**config.mk**
```make
export PLATFORM = sky130hd
export DESIGN_NAME = serial_adder_ctrl
export DESIGN_NICKNAME = d
export VERILOG_FILES = /design/src/rtl/serial_adder_ctrl.sv
export SDC_FILE = /design/constraint.sdc
export NUM_CORES = 1
export LEC_CHECK = 0
export CAP_MARGIN = 40
export CORE_MARGIN = 2
export CORE_UTILIZATION = 40
export CTS_CLUSTER_DIAMETER = 30
export DETAILED_ROUTE_END_ITERATION = 8
export HOLD_SLACK_MARGIN = 0.1
export PLACE_DENSITY = 0.72
export SLEW_MARGIN = 20
export SYNTH_ARGS = -nofsm -noshare
export SYNTH_HDL_FRONTEND = slang
export SYNTH_HIERARCHICAL = 1
export SYNTH_SLANG_ARGS = --single-unit
```
**constraint.sdc**
```tcl
create_clock -name clk -period 1.75 [get_ports clk]
set_input_delay 0.35 -clock clk [delete_from_list [all_inputs] [get_ports clk]]
set_output_delay 0.35 -clock clk [all_outputs]
set_load 0.01 [all_outputs]
```
**src/rtl/serial_adder_ctrl.sv**
```systemverilog
// Bit-serial add/subtract sequencer: one full-adder slice built from two half
// adders is time-shared across WIDTH bits, LSB first, with valid/ready on both sides.

module half_adder (
  input  logic a,
  input  logic b,
  output logic s,
  output logic c
);
  assign s = a ^ b;
  assign c = a & b;
endmodule

module serial_adder_ctrl #(
  parameter int unsigned WIDTH = 16
) (
  input  logic             clk,
  input  logic             rst_n,
  input  logic             in_valid,
  output logic             in_ready,
  input  logic [WIDTH-1:0] in_a,
  input  logic [WIDTH-1:0] in_b,
  input  logic             op_sub,
  output logic             out_valid,
  input  logic             out_ready,
  output logic [WIDTH-1:0] sum,
  output logic             carry_out,
  output logic             busy
);
  localparam int unsigned CW = (WIDTH > 1) ? $clog2(WIDTH) : 1;

  typedef enum logic [1:0] {IDLE, RUN, HOLD} state_t;

  state_t           state, state_next;
  logic [WIDTH-1:0] a_sr, b_sr, res, res_next;
  logic [CW-1:0]    cnt;
  logic             carry, carry_next, last;
  logic             s1, c1, s2, c2;

  half_adder u_ha0 (.a(a_sr[0]), .b(b_sr[0]), .s(s1), .c(c1));
  half_adder u_ha1 (.a(s1),      .b(carry),   .s(s2), .c(c2));

  assign carry_next = c1 | c2;
  assign last       = (cnt == CW'(WIDTH - 1));

  // Shift-right with the new bit entering at the MSB; written this way so WIDTH=1 works.
  always_comb begin
    res_next            = res >> 1;
    res_next[WIDTH-1]   = s2;
  end

  always_comb begin
    state_next = state;
    unique case (state)
      IDLE:    if (in_valid)  state_next = RUN;
      RUN:     if (last)      state_next = HOLD;
      HOLD:    if (out_ready) state_next = IDLE;
      default:                state_next = IDLE;
    endcase
  end

  always_ff @(posedge clk or negedge rst_n) begin
    if (!rst_n) state <= IDLE;
    else        state <= state_next;
  end

  always_ff @(posedge clk or negedge rst_n) begin
    if (!rst_n) begin
      a_sr      <= '0;
      b_sr      <= '0;
      res       <= '0;
      cnt       <= '0;
      carry     <= 1'b0;
      sum       <= '0;
      carry_out <= 1'b0;
    end else begin
      case (state)
        IDLE: if (in_valid) begin
          a_sr  <= in_a;
          b_sr  <= op_sub ? ~in_b : in_b;
          carry <= op_sub;
          cnt   <= '0;
          res   <= '0;
        end
        RUN: begin
          a_sr  <= a_sr >> 1;
          b_sr  <= b_sr >> 1;
          carry <= carry_next;
          res   <= res_next;
          cnt   <= cnt + CW'(1);
          // Output word is only updated on the final bit so it holds through IDLE.
          if (last) begin
            sum       <= res_next;
            carry_out <= carry_next;
          end
        end
        default: ;
      endcase
    end
  end

  assign in_ready  = (state == IDLE);
  assign out_valid = (state == HOLD);
  assign busy      = (state != IDLE);

endmodule
```
---- Yosys cells after proc, flatten, opt, wreduce, memory -nomap -nowiden ----
Index checks and enable logic that the tools add are counted.
storage, ports and cells
  register bits ........................... 72
  bits in latches ......................... 0
  memory bits (writable) .................. 0
  memories ................................ 0
  logic and storage cells ................. 42
  output and inout port bits .............. 20
  input port bits ......................... 37
  memory bits (read-only) ................. 0
cells by class
  multiply operators ...................... 0
  multiplexer cells ....................... 15
  divide/modulo/power cells ............... 0
  bitwise logic cells ..................... 6
  equal/unequal tests ..................... 6
  $lt $le $gt $ge ......................... 0
  shift-type cells ........................ 0
  reduce and logical (&&, ||, !) cells .... 6
  add/sub/neg operators ................... 1
operator list
  cell                                                  count
  case mux 16 bit (2 select lines)                      3
  2-to-1 mux 16 bit                                     4
  inverter 16 bit                                       1
  case mux 4 bit (2 select lines)                       1
  2-to-1 mux 2 bit                                      3
  case mux 2 bit (3 select lines)                       1
  adder 4 x 1 -> 4 bit (second input constant)          1
  equality test 4 bit (second input constant)           1
  2-to-1 mux 4 bit                                      1
  != test 2 bit (second input constant)                 2
  AND reduction 2 bit                                   2
  nonzero test 2 bit                                    2
  AND reduction 3 bit                                   1
  bitwise AND 1 bit                                     2
  equality test 2 x 1 -> 1 bit (second input constant)  1
  equality test 2 bit (second input constant)           1
  logical NOT 2 bit                                     1
  != test 2 x 1 -> 1 bit (second input constant)        1
  case mux 1 bit (2 select lines)                       1
  bitwise XOR 1 bit                                     2
  2-to-1 mux 1 bit                                      1
  bitwise OR 1 bit                                      1

---- Depth between registers and ports, before layout ----
  word-level depth ........................ 4
  mapped depth ............................ 6
  gate-level depth less buffers ........... 4

---- By module ----
Netlist, hierarchy kept.
by module, submodules not included
  module             area each (um2)  cells each  instances  sequential area each (um2)
  serial_adder_ctrl  3,270.6          288         1          1,776.7
  half_adder         12.5             1           2          0.0

---- Worst setup path after synthesis ----
No wires, ideal clock.
  kind .................................... register to register
  start ................................... reg state[1]
  end ..................................... reg carry_out
  clock period less this slack ............ 1.507 ns
  data required time ...................... 1.625 ns
  cell stages (with the launch flop) ...... 5
  setup slack ............................. 0.243 ns
  path buffers ............................ 1
  arrival time ............................ 1.382 ns
  setup time .............................. 0.125 ns
  path through ............................ dfrtp_1 or2b_1 nor2_4 buf_6 mux2_2
between the ends
  longest elaborated chain between the ends .. 2
ends and longest elaborated chain
  item                           line  source
  start, declared                34    state_t state, state_next;
  start signal, assigned         64    else state <= state_next;
  equality test 2 x 1 -> 1 bit   77    case (state)
  AND reduction 2 bit (no line)  -
  end signal, assigned           94    carry_out <= carry_next;
  end, declared                  27    output logic carry_out,
Every way passes these cells.
A chain may end at the register's enable or synchronous reset.

---- Worst setup path after layout ----
  start ................................... reg state[0]
  end ..................................... out busy
between the ends
  longest elaborated chain between the ends .. 1
ends and longest elaborated chain
  item                line  source
  nonzero test 2 bit  104   assign busy = (state != IDLE);
  end, declared       28    output logic busy
Every way passes these cells.

==> out/summary.md <==
For this design the ratio of total power to cell area is 1520 nW/um2. The y dimension of the die is 94.8 um, and the clock slew seen by the registers of the worst setup and hold paths is 0.08 ns. The family with the most delay on the worst path is flip-flops.

Traced cell by cell, the critical path runs through or2_2, clkdlybuf4s15_1. The critical path starts at state[0]. The via-per-instance ratio is 5.32.

The worst hold path belongs to the class in -> async. By area the synthesized netlist is led by sky130_fd_sc_hd__dfrtp_1, sky130_fd_sc_hd__mux2_2, sky130_fd_sc_hd__a22oi_1. After synthesis the netlist holds a flip-flop and latch count of 71. Setup repair after global routing left no endpoint under its margin. The repair_antennas step left the layout with diodes totalling 0.

The maximum fanout count along the critical path was 4. The H-tree generated during clock tree synthesis spans 3 levels. The delay of the slowest critical-path stage is 0.40 ns, and the DRC violations left is 0. The number of antenna violations at the first check in global routing came out at 0.

The detail route stage leaves a number of antenna-violating nets equal to 0. The share of total power consumed by net switching is 33.0%, and the share of the synthesized area in the top cell type is 53.9%. The combined global-route utilization of all metal layers is 17.0%, and the number of max-capacitance violations reported is 0. The netlist area before placement was 3300 um2; the internal cell power was 4.39 mW. The total chip power is 6.55 mW, and the proportion of synthesized chip area in sequential cells is 53.9%. The tree is rooted in a sky130_fd_sc_hd__clkbuf_8. The worst slew slack as a fraction of its limit is 67.6%. The final critical path takes up 94.8% of the cycle. The simple-gate portion of the synthesized area is 7.40%. For this design the total switching power over the nets is 2.16 mW. Summing the areas of all compound-gate instances in the mapped netlist gives 22.2% of the synthesized area.

The run gives 2385 as the via count of the first global-routing pass. The worst-skew pair later-pin latency was 0.34 ns. The multi-input combinational cells in the finished layout cover a total of 1350 um2. Transition at the pin with the smallest max-transition slack: 0.486 ns.

In the synthesized netlist the dominant register cell turns out to be sky130_fd_sc_hd__dfrtp_1. In the final layout, flip-flops and latches occupy 1780 um2. The tools report the Yosys warning count as 6. The tools report the least setup slack across all paths after layout as 0.0904 ns. Post-CTS timing repair inserted 0 buffers for setup. The overall overflow remaining after global route was 0. The clock passes through at most 2 buffers. The part of the power in registers was 40.8%. The fraction of final layout cells with drive strength greater than 1 was 16.9%; the post-synthesis mux area share was 5.81%. The logs give 0 for the max-slew violation count and 0.15 ns for the minimum setup slack among reg-to-reg paths. In this run, the number of DRC markers left after iteration 0 of detailed routing was 103. Number of failing hold endpoints at the final stage: 0. The largest individual stage delay along the critical path comes from the cell sky130_fd_sc_hd__dfrtp_1. Critical register-to-register path startpoint: a_sr[0]. By area, the combinational part of the netlist is dominated by compound AO/OA/AOI/OAI gates. The total area inside the core boundary comes to 8090 um2. The worst setup path is launched from a flop. Summing the areas of all xor and xnor instances in the mapped netlist gives 4.25% of the synthesized area.

The critical path data arrival time is 1.31 ns. The run finished with clean final reports. The area growth from synthesis to layout is 30.9%.

Entering global routing, the biggest net connects 31 pins. The post-layout utilization of the core came out at 53.3%. Synthesis produced 290 cells. Clock tree synthesis found a total of 71 sinks. Timing would allow up to 603 MHz. In this run, distinct cell masters in the synthesized netlist total 34. The detail-routed net length per standard cell was 15.6 um; the required arrival time at the worst endpoint was 1.40 ns. The arithmetic-cell share of the synthesized area counting full adders, half adders and majority gates is 1.14%, and the fraction of power consumed by the clock network is 21.4%.

For this run, the detailed router's first-pass iteration total came to 4. The count of input and output buffers is 56. Kind of end point of the critical path: an output port. After the last flow step, the layout net total stands at 396.

TritonCTS built the clock tree. The first global-routing pass estimated 11700 um of wire. The critical path buffer and inverter count was 1; the number of top-level pins was 57.

In this run the core area contains 33 standard-cell rows. Fill cells in the final layout number 722. The critical path start-end classification is reg -> out.

Of all flip-flops after synthesis, the portion carrying an async set or reset was 100%. The cell with the most instances after synthesis is sky130_fd_sc_hd__dfrtp_1. The synthesized area divided by synthesized cell count was 11.4 um2; the synthesized net count was 330.

The count of flip-flops with a built-in enable after synthesis works out to 0. The logs give 37.8% for the portion of total power attributed to combinational logic and 0.00795 ns for the clock skew. Wires add up to 7260 um. The floorplan step defined a die boundary enclosing 8980 um2. The maximum ir drop on the vdd rail was 0.860 mV; the time the final worst path needs with I/O delays and setup was 1.66 ns. Summed over all cells, the static leakage comes to 1.85 nW. By count the netlist is led by sky130_fd_sc_hd__dfrtp_1, sky130_fd_sc_hd__o21ai_0, sky130_fd_sc_hd__a22oi_1, sky130_fd_sc_hd__nor2b_1, sky130_fd_sc_hd__a21oi_1. At the end of routability-driven placement, the weighted congestion stood at 0.754. Detailed placement ended at an HPWL of 4780 um. The run gives 2477 as the total vias in the final route. The initial utilization of the core area, before any placement, comes to 40.7%. Prior to clock tree synthesis, the placed netlist has a worst setup slack of -0.131 ns.

The die is 94.8 um wide. Clock tree synthesis inserted a total of 9 buffers. The number of setup violations in the final report is 0. The synthesized design spends more area on one cell type than any other, namely sky130_fd_sc_hd__dfrtp_1.
layer usage:
metal	track usage, %	share of wire, %	up-vias
li1	-	-	1190
met5	0	0	-
met1	23.7	46	1222
met2	25.9	48	59
met4	3.99	0.90	0
met3	5.27	5.3	6
layout make-up:
cell class | instances | area share, %
multi-input cells | 182 | 31.3
clock inverters | 6 | 1.97
repair buffers | 79 | 18.4
well taps | 105 | 3.05
flip-flops and latches | 71 | 41.2
clock buffers | 10 | 2.96
inverters | 13 | 1.13
state kept, by name, summed over array words and instances (netlist names):
| name | flops |
|---|---|
| b_sr | 16 |
| a_sr | 16 |
| state | 2 |
| res | 15 |
| cnt | 4 |
| carry | 1 |
| carry_out | 1 |
| sum | 16 |
cell families after synthesis:
logic type                 after synthesis
xor gates and xnor gates                16
buffers and inverters                   37
AOI/OAI and AO/OA                      102
muxes                                   17
DFF                                     71
and+or+nand+nor                         44
adders and majority gates                3
cell usage in the layout (no fill, tap or decap), types with 2 or more instances in the layout:
master                            instances
sky130_fd_sc_hd__dfrtp_1                 71
sky130_fd_sc_hd__clkdlybuf4s50_1         52
sky130_fd_sc_hd__o21ai_0                 20
sky130_fd_sc_hd__a22oi_1                 19
sky130_fd_sc_hd__nor2b_1                 18
sky130_fd_sc_hd__a21oi_1                 18
sky130_fd_sc_hd__mux2_2                  17
sky130_fd_sc_hd__a22o_1                  16
sky130_fd_sc_hd__xnor2_1                 15
sky130_fd_sc_hd__buf_4                   15
sky130_fd_sc_hd__inv_1                   13
sky130_fd_sc_hd__nand2_1                 12
sky130_fd_sc_hd__clkbuf_8                 9
sky130_fd_sc_hd__o221ai_1                 8
sky130_fd_sc_hd__o32a_1                   6
sky130_fd_sc_hd__buf_12                   5
sky130_fd_sc_hd__o211ai_1                 4
sky130_fd_sc_hd__nor2_1                   3
sky130_fd_sc_hd__o32ai_1                  3
sky130_fd_sc_hd__a221o_1                  3
sky130_fd_sc_hd__nand3_1                  3
sky130_fd_sc_hd__ha_1                     3
sky130_fd_sc_hd__or2_2                    2
sky130_fd_sc_hd__bufinv_16                2
sky130_fd_sc_hd__clkinvlp_4               2
sky130_fd_sc_hd__clkinv_2                 2
sky130_fd_sc_hd__buf_6                    2
power groups by stage:
| stage | combinational [mW] | clock (mW) | sequential (mW) |
|---|---|---|---|
| after floorplan | 1.48 | 0 | 2.67 |
| final | 2.48 | 1.40 | 2.67 |
| after CTS | 2.47 | 1.44 | 2.67 |
| after detailed placement | 2.48 | 0 | 2.68 |
| after global routing | 2.71 | 1.51 | 2.75 |
| after global placement | 2.42 | 0 | 2.67 |
what timing repair did:
action                                  4_1_cts  5_1_grt
endpoints found under the setup margin        3        3
gates resized for setup                       4        4
hold buffers                                  1        0
hold endpoints to repair                     16        0
path summary, 6_finish.rpt:
kind / cells past startpoint / end
max: 2 / busy
min reg2reg: 2 / b_sr[3]
max in group asynchronous: 3 / a_sr[4]
min in group clk: 2 / b_sr[3]
max reg2reg: 4 / carry
min: 2 / sum[9]
per-stage QoR:
stage | hold WS, ns | instance area [um2] | TNS (ns) | std cells
final | 0.497 | 4310 | 0 | 466
after global routing | 0.512 | 4310 | 0 | 466
after CTS | 0.495 | 4310 | 0 | 466
after detailed placement | 0.340 | 4090 | -1.10 | 449
after global placement | 0.330 | 4090 | -0.589 | 449
after floorplan | 0.0544 | 3300 | 0 | 290
Note: power is estimated with default switching activity, not from simulation.
==> variant (same settings) <==
Encoding of `state_t`: now one-hot (3 bits for 3 states).
--- a/src/rtl/serial_adder_ctrl.sv
+++ b/src/rtl/serial_adder_ctrl.sv
@@ -29,7 +29,7 @@
 );
   localparam int unsigned CW = (WIDTH > 1) ? $clog2(WIDTH) : 1;
 
-  typedef enum logic [1:0] {IDLE, RUN, HOLD} state_t;
+  typedef enum logic [2:0] {IDLE = 3'b001, RUN = 3'b010, HOLD = 3'b100} state_t;
 
   state_t           state, state_next;
   logic [WIDTH-1:0] a_sr, b_sr, res, res_next;
Check against the original RTL: no difference found for any inputs over 10 cycles, from zero or initial values and one cycle with rst_n low; not proved beyond that.
==> variant against the unedited design <==
Design area is 1.9% lower; via count is 12% lower; sequential share of layout area is 1.5 points higher; wire length is 13% lower; worst setup slack worse by 0.029 ns; synthesized area is 3.1% lower; total power is 13% lower; worst hold slack worse by 0.014 ns; sequential cell count is 1 higher; register-to-register slack worse by 0.09 ns; critical endpoint is now cnt[2].
==> variant: results (changes against the unedited design) <==
Worst-path clk slew: 0.08 ns (about the same)
Cells taking the most area after synthesis: dfrtp_1 (56%), mux2i_1 (6.0%), a22o_1 (4.9%)
Number of port buffers: 56 (unchanged)
Critical path's slowest cell: dfstp_2
DP Cell Count: 420 (-6.5%)
Min-Delay Path Depth: 1
Leak: 2.00 nW (+8.5%)
Top Family by Delay on Critical Path: flip-flops
Place WS: 0.00189 ns (+0.133 ns)
Synth Warn #: 6 (unchanged)
Multi-input logic area: 0.00125 mm² (-7.6%)
Initial antenna violation count: 0 (unchanged)
RD Place Congestion: 0.769 (+2.0%)
Dpl cell area: 0.00395 mm² (-3.3%)
# H-tree levels: 3 (unchanged)
Worst R2R Path Depth: 4 (unchanged)
VDD IR max: 0.541 mV (-37%)
Fraction of registers with async set or reset after synthesis: 100% (unchanged)
Syn_nets: 307 (-7.0%)
Synth Flop Type: dfrtp_1
TritonCTS Buffers: 9 (unchanged)
Avg Inst Size Synth: 12.0 µm² (+5.2%)
Largest regs: a_sr x16, b_sr x16, sum x16
GRT Util Overall: 15.8% (-1.1 points)
Fin cells: 437 (-6.2%)
Post-synthesis sequential area ratio: 56.5% (+2.6 points)
# nets final: 370 (-6.6%)
Slew HR: 70.2% (+2.6 points)
Vias in the first global route: 2,246 (-5.8%)
Clock skew: 0.0101 ns (+0.00219 ns)
Worst min-delay path category: flip-flop to flip-flop
WL final: 6300 µm (-13%)
Cell variety after synth: 30 (-12%)
N_diodes: 0 (unchanged)
Largest net degree at the start of global routing: 40 (+29%)
Worst-skew pair later-pin latency: 0.35 ns
Via count: 2,181 (-12%)
Post-DP HPWL: 4170 µm (-13%)
Clock buffer depth: 2 (unchanged)
Worst-path fanout max: 17 (+13)
First-pass GRT wire length: 10,700 µm (-8.4%)
Commonest cells post-synth: dfrtp_1 (71), nand2_1 (22), mux2i_1 (19)
Outcome: complete, no violations
Setup bufs post-CTS: 0 (unchanged)
DRT iter0 DRCs: 101 (-1.9%)
CP Data Arrival Time: 1.95 ns (+0.64 ns)
Share of layout cells above drive strength 1: 17.9% (+1.0 points)
First-pass iteration count of the detailed router: 4 (unchanged)
Worst stage delay on the critical path: 0.58 ns (+0.18 ns)
Clk root buf: clkbuf_8
Fillcell total: 673 (-6.8%)
[variant: changes by cell type after synthesis, moves of 9 or more]
cell,unedited run,this run
xor2_1,1,16
xnor2_1,15,0
nor2b_1,19,0
a22oi_1,19,0
mux2_4,0,9
mux2i_1,0,19
nand2_1,12,22
o22ai_1,0,13
[variant: worst reg2reg max path, cell delays in order (launching register included)]
cell	delay, ns
dfstp_2	0.58
or3b_1	0.24
buf_4	0.27
mux2_2	0.36
mux2i_1	0.15
[variant: per-layer routing]
layer	vias up	track usage, %	wire length (µm)
met3	12	4.67	296
met4	0	6.62	124
met2	48	23.9	2860
met1	1065	21.4	3020
met5	-	0	0
li1	1056	-	-
[variant: path summary, 6_finish.rpt]
path | slack (ns) | to | startpoint
max reg2reg | 0.06 | cnt[2] | state[0]
min in group asynchronous | 0.49 | sum[7] | rst_n
min reg2reg | 0.48 | cnt[3] | cnt[3]
max in group asynchronous | 0.69 | state[1] | rst_n
min | 0.48 | cnt[3] | cnt[3]
max | 0.06 | cnt[2] | state[0]
[variant: logic make-up (layout without fill, tap and decap cells)]
| kind of cell | after synthesis | in the layout | share of synthesized area [%] |
|---|---|---|---|
| AO/OA/AOI/OAI | 64 | 64 | 12.7 |
| XOR/XNOR | 16 | 16 | 4.39 |
| adder cells (fa/ha/maj) | 3 | 3 | 1.18 |
| buffers and inverters | 34 | 102 | 5.05 |
| flip-flops | 72 | 72 | 56.5 |
| multiplexers | 37 | 37 | 13.4 |
| AND/OR/NAND/NOR | 41 | 41 | 6.82 |
[variant: what timing repair did]
item | 4_1_cts | 5_1_grt
setup endpoints to repair | 3 | 10
hold buffers | 1 | 0
hold endpoints to repair | 33 | 0
resized for setup | 4 | 4
[variant: cell type report]
class	instances	area share (%)
multi-input combinational	161	29.5
tap	102	3.02
sequential	72	42.7
timing repair buffer	71	17.2
clock buffer	9	2.93
inverter	15	1.33
clock inverter	7	3.37
[variant: power breakdown]
group	switching, mW	total [mW]	internal [mW]
sequential	0.275	2.39	2.12
clock	0.625	1.72	1.10
combinational	0.820	1.56	0.744
total	1.72	5.68	3.96
